==> config.mk <==
export PLATFORM = sky130hd
export DESIGN_NAME = fifo_prog
export DESIGN_NICKNAME = d
export VERILOG_FILES = /design/src/rtl/fifo_pkg.sv /design/src/rtl/fifo_ptr.sv /design/src/rtl/fifo_prog.sv
export SDC_FILE = /design/constraint.sdc
export NUM_CORES = 1
export LEC_CHECK = 0
export BUFFER_PORTS_ARGS = -buffer_cell sky130_fd_sc_hd__buf_2
export CORE_MARGIN = 1.5
export CORE_UTILIZATION = 51
export CTS_CLUSTER_DIAMETER = 120
export DETAILED_ROUTE_END_ITERATION = 10
export PLACE_DENSITY = 0.67
export SYNTH_ARGS = -nofsm -noshare
export SYNTH_HDL_FRONTEND = slang
export SYNTH_HIERARCHICAL = 1
export SYNTH_SLANG_ARGS = --single-unit
==> constraint.sdc <==
create_clock -name clk -period 8.06 [get_ports clk]
set_input_delay 0.806 -clock clk [delete_from_list [all_inputs] [get_ports clk]]
set_output_delay 0.806 -clock clk [all_outputs]
set_load 0.005 [all_outputs]
==> src/rtl/fifo_pkg.sv <==
// ============================================================================
// fifo_pkg : shared pointer/count helpers for the programmable-threshold FIFO
// Revision : 1.0
// ============================================================================
`default_nettype none

package fifo_pkg;

  // Wraps explicitly at entries-1, so depths that are not a power of two work.
  function automatic int ptr_next(input int ptr, input int entries);
    return (ptr == entries - 1) ? 0 : ptr + 1;
  endfunction

  function automatic int cnt_width(input int entries);
    return $clog2(entries + 1);
  endfunction

endpackage

`default_nettype wire

==> src/rtl/fifo_ptr.sv <==
// ============================================================================
// fifo_ptr : wrap-around pointer register with increment and clear controls
// Revision : 1.0
// ============================================================================
`default_nettype none

module fifo_ptr
  import fifo_pkg::*;
#(
  parameter int ENTRIES = 32,
  parameter int PW      = $clog2(ENTRIES)
) (
  input  logic          clk,
  input  logic          rst,
  input  logic          inc,
  input  logic          clr,
  output logic [PW-1:0] ptr
);

  logic [PW-1:0] r_ptr;

  always_ff @(posedge clk or posedge rst) begin
    if (rst) begin
      r_ptr <= '0;
    end else if (clr) begin
      r_ptr <= '0;
    end else if (inc) begin
      r_ptr <= PW'(ptr_next(32'(r_ptr), ENTRIES));
    end
  end

  assign ptr = r_ptr;

endmodule

`default_nettype wire

==> src/rtl/fifo_prog.sv <==
// ============================================================================
// fifo_prog : FWFT FIFO with programmable almost-full/empty and sticky errors
// Revision  : 1.0
// ============================================================================
`default_nettype none

module fifo_prog
  import fifo_pkg::*;
#(
  parameter  int BUSW    = 32,
  parameter  int ENTRIES = 32,
  localparam int CW      = $clog2(ENTRIES + 1)
) (
  input  logic            clk,
  input  logic            rst,
  input  logic            push,
  input  logic [BUSW-1:0] datain,
  input  logic            pull,
  output logic [BUSW-1:0] dataout,
  input  logic            flush,
  input  logic [CW-1:0]   afull_thr,
  input  logic [CW-1:0]   aempty_thr,
  output logic            full,
  output logic            empty,
  output logic            almost_full,
  output logic            almost_empty,
  output logic [CW-1:0]   count,
  output logic            overflow,
  output logic            underflow,
  input  logic            clr_err
);

  localparam int           c_PW      = $clog2(ENTRIES);
  localparam int           c_CNTW    = cnt_width(ENTRIES);
  localparam logic [CW-1:0] c_ENTRIES = CW'(ENTRIES);

  logic [BUSW-1:0]   r_mem [ENTRIES];
  logic [c_CNTW-1:0] r_count;
  logic              r_overflow;
  logic              r_underflow;
  logic [c_PW-1:0]   w_head;
  logic [c_PW-1:0]   w_tail;
  logic              w_full;
  logic              w_empty;
  logic              w_pull_ok;
  logic              w_push_ok;
  logic              w_wr;
  logic              w_rd;

  assign w_full    = (r_count == c_ENTRIES);
  assign w_empty   = (r_count == '0);
  assign w_pull_ok = pull & ~w_empty;
  assign w_push_ok = push & (~w_full | w_pull_ok);
  assign w_wr      = w_push_ok & ~flush;
  assign w_rd      = w_pull_ok & ~flush;

  fifo_ptr #(.ENTRIES(ENTRIES), .PW(c_PW)) u_head (
    .clk (clk),
    .rst (rst),
    .inc (w_wr),
    .clr (flush),
    .ptr (w_head)
  );

  fifo_ptr #(.ENTRIES(ENTRIES), .PW(c_PW)) u_tail (
    .clk (clk),
    .rst (rst),
    .inc (w_rd),
    .clr (flush),
    .ptr (w_tail)
  );

  // Storage is deliberately not reset; a write coinciding with rst is dropped.
  always_ff @(posedge clk) begin
    if (w_wr && !rst) begin
      r_mem[w_head] <= datain;
    end
  end

  always_ff @(posedge clk or posedge rst) begin
    if (rst) begin
      r_count <= '0;
    end else if (flush) begin
      r_count <= '0;
    end else if (w_wr && !w_rd) begin
      r_count <= r_count + 1'b1;
    end else if (w_rd && !w_wr) begin
      r_count <= r_count - 1'b1;
    end
  end

  // Setting wins over clr_err in the same cycle.
  always_ff @(posedge clk or posedge rst) begin
    if (rst) begin
      r_overflow  <= 1'b0;
      r_underflow <= 1'b0;
    end else begin
      if (push && !w_push_ok && !flush) begin
        r_overflow <= 1'b1;
      end else if (clr_err) begin
        r_overflow <= 1'b0;
      end
      if (pull && w_empty && !flush) begin
        r_underflow <= 1'b1;
      end else if (clr_err) begin
        r_underflow <= 1'b0;
      end
    end
  end

  assign dataout      = w_empty ? '0 : r_mem[w_tail];
  assign full         = w_full;
  assign empty        = w_empty;
  assign count        = r_count;
  assign almost_full  = (afull_thr == '0) | (r_count >= afull_thr);
  assign almost_empty = (aempty_thr >= c_ENTRIES) | (r_count <= aempty_thr);
  assign overflow     = r_overflow;
  assign underflow    = r_underflow;

endmodule

`default_nettype wire

==> summary.md <==
| Metric | Value |
|---|---|
| Pleak | 14.2 nW |
| First-pass GRT wire length | 132000 um |
| Async S/R FF share, synth | 1.73% |
| Storage element area | 31200 um2 |
| Synth Register Bits | 1042 |
| Wire per inst | 30.2 um |
| Worst setup SP type | flip-flop |
| Worst reg2reg path depth | 6 |
| Critical path required time | 7.25 ns |
| GRT Total Usage | 22.8% |
| Area Overhead vs Synth | 12.5% |
| Setup violators final | 0 |
| Antenna viol nets, final | 0 |
| Mapped Cells | 1731 |
| Largest net degree at the start of global routing | 140 |
| CTS tree | built |
| Worst setup margin | 3.08 ns |
| Post-synth EDFFs | 1024 |
| # diodes | 0 |
| Sequential area share after synthesis | 77.0% |
| Setup tns final | 0 ns |
| H-tree levels | 3 |
| Fmax | 201 MHz |
| Starting density of the core | 51.4% |
| Share of the synthesized area in the top cell type | 75.9% |
| TritonCTS Buffers | 103 |
| DP HPWL | 44800 um |
| Synthesized area per cell | 23.4 um2 |
| DIE WIDTH | 285 um |
| Initial antenna violation count | 5 |
| Final nets | 1958 |
| Main area contributors after synthesis | edfxtp_1, mux4_2, dfrtp_1, inv_1, ha_1 |
| Relative slew margins | 31.3% |
| Post-CTS setup buffer count | 0 |
| R2r startpoint | count[2] |
| Post-Layout Cell Count | 3023 |
| Warnings, synthesis | 6 |
| Status | finished, final reports clean |
| CTS Root Cell | clkbuf_16 |
| Hold Buf Count CTS | 0 |
| Crit-path max FO | 52 |
| Layout cells sized above 1 | 32.5% |
| WL final | 91300 um |
| Num ports | 94 |
| Fillers | 5555 |
| Tcrit/Tclk final | 61.8% |
| Grt ovf | 0 |
| IO buf count | 93 |
| Max VDD drop | 217 uV |
| Die Y | 285 um |
| Die Area | 81100 um2 |
| Clock sinks | 1042 |
| CTS clock-pin slew for the worst setup and hold paths | 0.06 ns |
| Critical Path AT | 4.17 ns |
| Synth cell types | 46 |
| Via density | 6.22 |
| Number of global-route vias before repair | 19400 |
| Syn Nets | 1802 |
| CP endpoint kind | output pin |
| Rows | 103 |
| Placed Cells | 2832 |
| R2r setup slk | 4.85 ns |
| Max-cap violations | 0 |
| Final Slew Violations | 0 |
| Core footprint | 78700 um2 |
| Worst skew pair latency | 0.66 ns |
| Mapped Area | 40500 um2 |
| Drt drc | 0 |
| Drt pass-1 iters | 5 |
| Via Count | 18800 |
| GPL Wtd Cong | 0.730 |
| Least-Margin Pin Slew | 1.03 ns |
| Clock Skew | 0.0320 ns |
| Pre-CTS setup slack | 3.60 ns |
| Min-delay worst type | in2async |
| Crit Reg-Reg Endpoint | r_mem[14][1] |
| Post-route minimum period | 4.98 ns |
| Setup CP Type | reg2out |
| Area leader, netlist | edfxtp_1 |
| Multi-input gate area | 8730 um2 |
| First-iteration detailed-routing DRC count | 2260 |
| Post-synth top cells | edfxtp_1, mux4_2, inv_1 |
| CTS max path bufs | 3 |
| Hold Violations, Final | 0 |
| Post-synth top flop | edfxtp_1 |
| CTS resizes | 0 |
| Most common cell in the netlist | edfxtp_1 |
| Final Util | 57.9% |
| RSZ-0062 raised after global routing | no |
| Cell Pwr Density | 257 nW/um2 |
worst max path at each step:
stage	from	end	slack [ns]	cells past startpoint
5_1_grt	u_tail/ptr[0]	dataout[0]	2.77	6
3_3_place_gp	u_tail/ptr[0]	dataout[1]	3.63	6
3_5_place_dp	u_tail/ptr[0]	dataout[1]	3.60	6
6_report	u_tail/ptr[0]	dataout[0]	3.08	6
2_1_floorplan	flush	r_mem[24][0]	4.64	7
4_1_cts	u_tail/ptr[0]	dataout[1]	2.91	6
state kept, by name, summed over array words and instances (netlist names):
| name | flops |
|---|---|
| r_mem | 1024 |
| count | 6 |
| u_head/ptr | 5 |
| u_tail/ptr | 5 |
| overflow | 1 |
| underflow | 1 |
placed cells by master (no fill, tap or decap), types with 3 or more instances in the layout:
master      instances
a211oi_1            3
a21o_1              7
a21oi_1             9
a31oi_1             3
and3_1              4
buf_2              93
buf_4              42
bufinv_16           4
clkbuf_1           21
clkbuf_16         104
clkinv_1           39
clkinv_2           27
clkinvlp_4          4
dfrtp_1            14
dfrtp_4             4
edfxtp_1         1024
ha_1               20
inv_1              68
inv_2               4
mux2i_1             4
mux4_1              4
mux4_2            316
nand2_1            10
nand2b_1            6
nand3_1             9
nor2_1             16
nor2_4             32
nor3_1              3
o21ai_0             8
o22ai_1            33
o31ai_1             3
xor2_1              4
worst max-delay path: stages, from the launching register on:
cell	delay, ns
dfrtp_4	0.98
buf_4	0.91
mux4_2	0.62
mux4_2	0.46
inv_1	0.08
o22ai_1	0.20
buf_2	0.24
per-stage QoR:
step / total power [W] / hold WS (ns) / area (um2)
3_5_place_dp: 0.00734 / 0.530 / 42400
6_report: 0.0117 / 0.135 / 45600
3_3_place_gp: 0.00731 / 0.500 / 42400
2_1_floorplan: 0.00697 / 0.508 / 40500
5_1_grt: 0.0121 / 0.117 / 45600
4_1_cts: 0.0118 / 0.108 / 45600
power by group:
part | total [W] | internal (W) | leakage [nW] | switching, W
clock | 0.00449 | 0.00250 | 1.55 | 0.00199
sequential | 0.00604 | 0.00598 | 9.44 | 0.0000660
combinational | 0.00117 | 0.000573 | 3.19 | 0.000596
total | 0.0117 | 0.00905 | 14.2 | 0.00265
routing by layer:
metal / global-route usage (%) / up-vias / wire length (um)
met5: 0 / - / 27
met1: 32.5 / 10200 / 36700
met2: 37.6 / 849 / 45700
met4: 5.96 / 4 / 1880
met3: 3.47 / 121 / 6980
li1: - / 7653 / -
final cells by class:
cell class / count / area share, %
clock buffers: 125 / 5.88
clock inverters: 66 / 1.06
inverters: 86 / 0.708
multi-input cells: 517 / 19.2
flip-flops and latches: 1042 / 68.5
well taps: 1050 / 2.88
repair buffers: 137 / 1.80
cells by family (layout without fill, tap and decap cells):
family	after synthesis	after routing	share of synthesized area (%)
adders and majority gates	21	21	0.667
AOI/OAI and AO/OA	75	75	1.18
muxes	324	324	17.9
DFF	1042	1042	77.0
buffers and inverters	172	414	2.01
and+or+nand+nor	91	91	1.04
xor gates and xnor gates	6	6	0.130
Note: power is estimated with default switching activity, not from simulation.
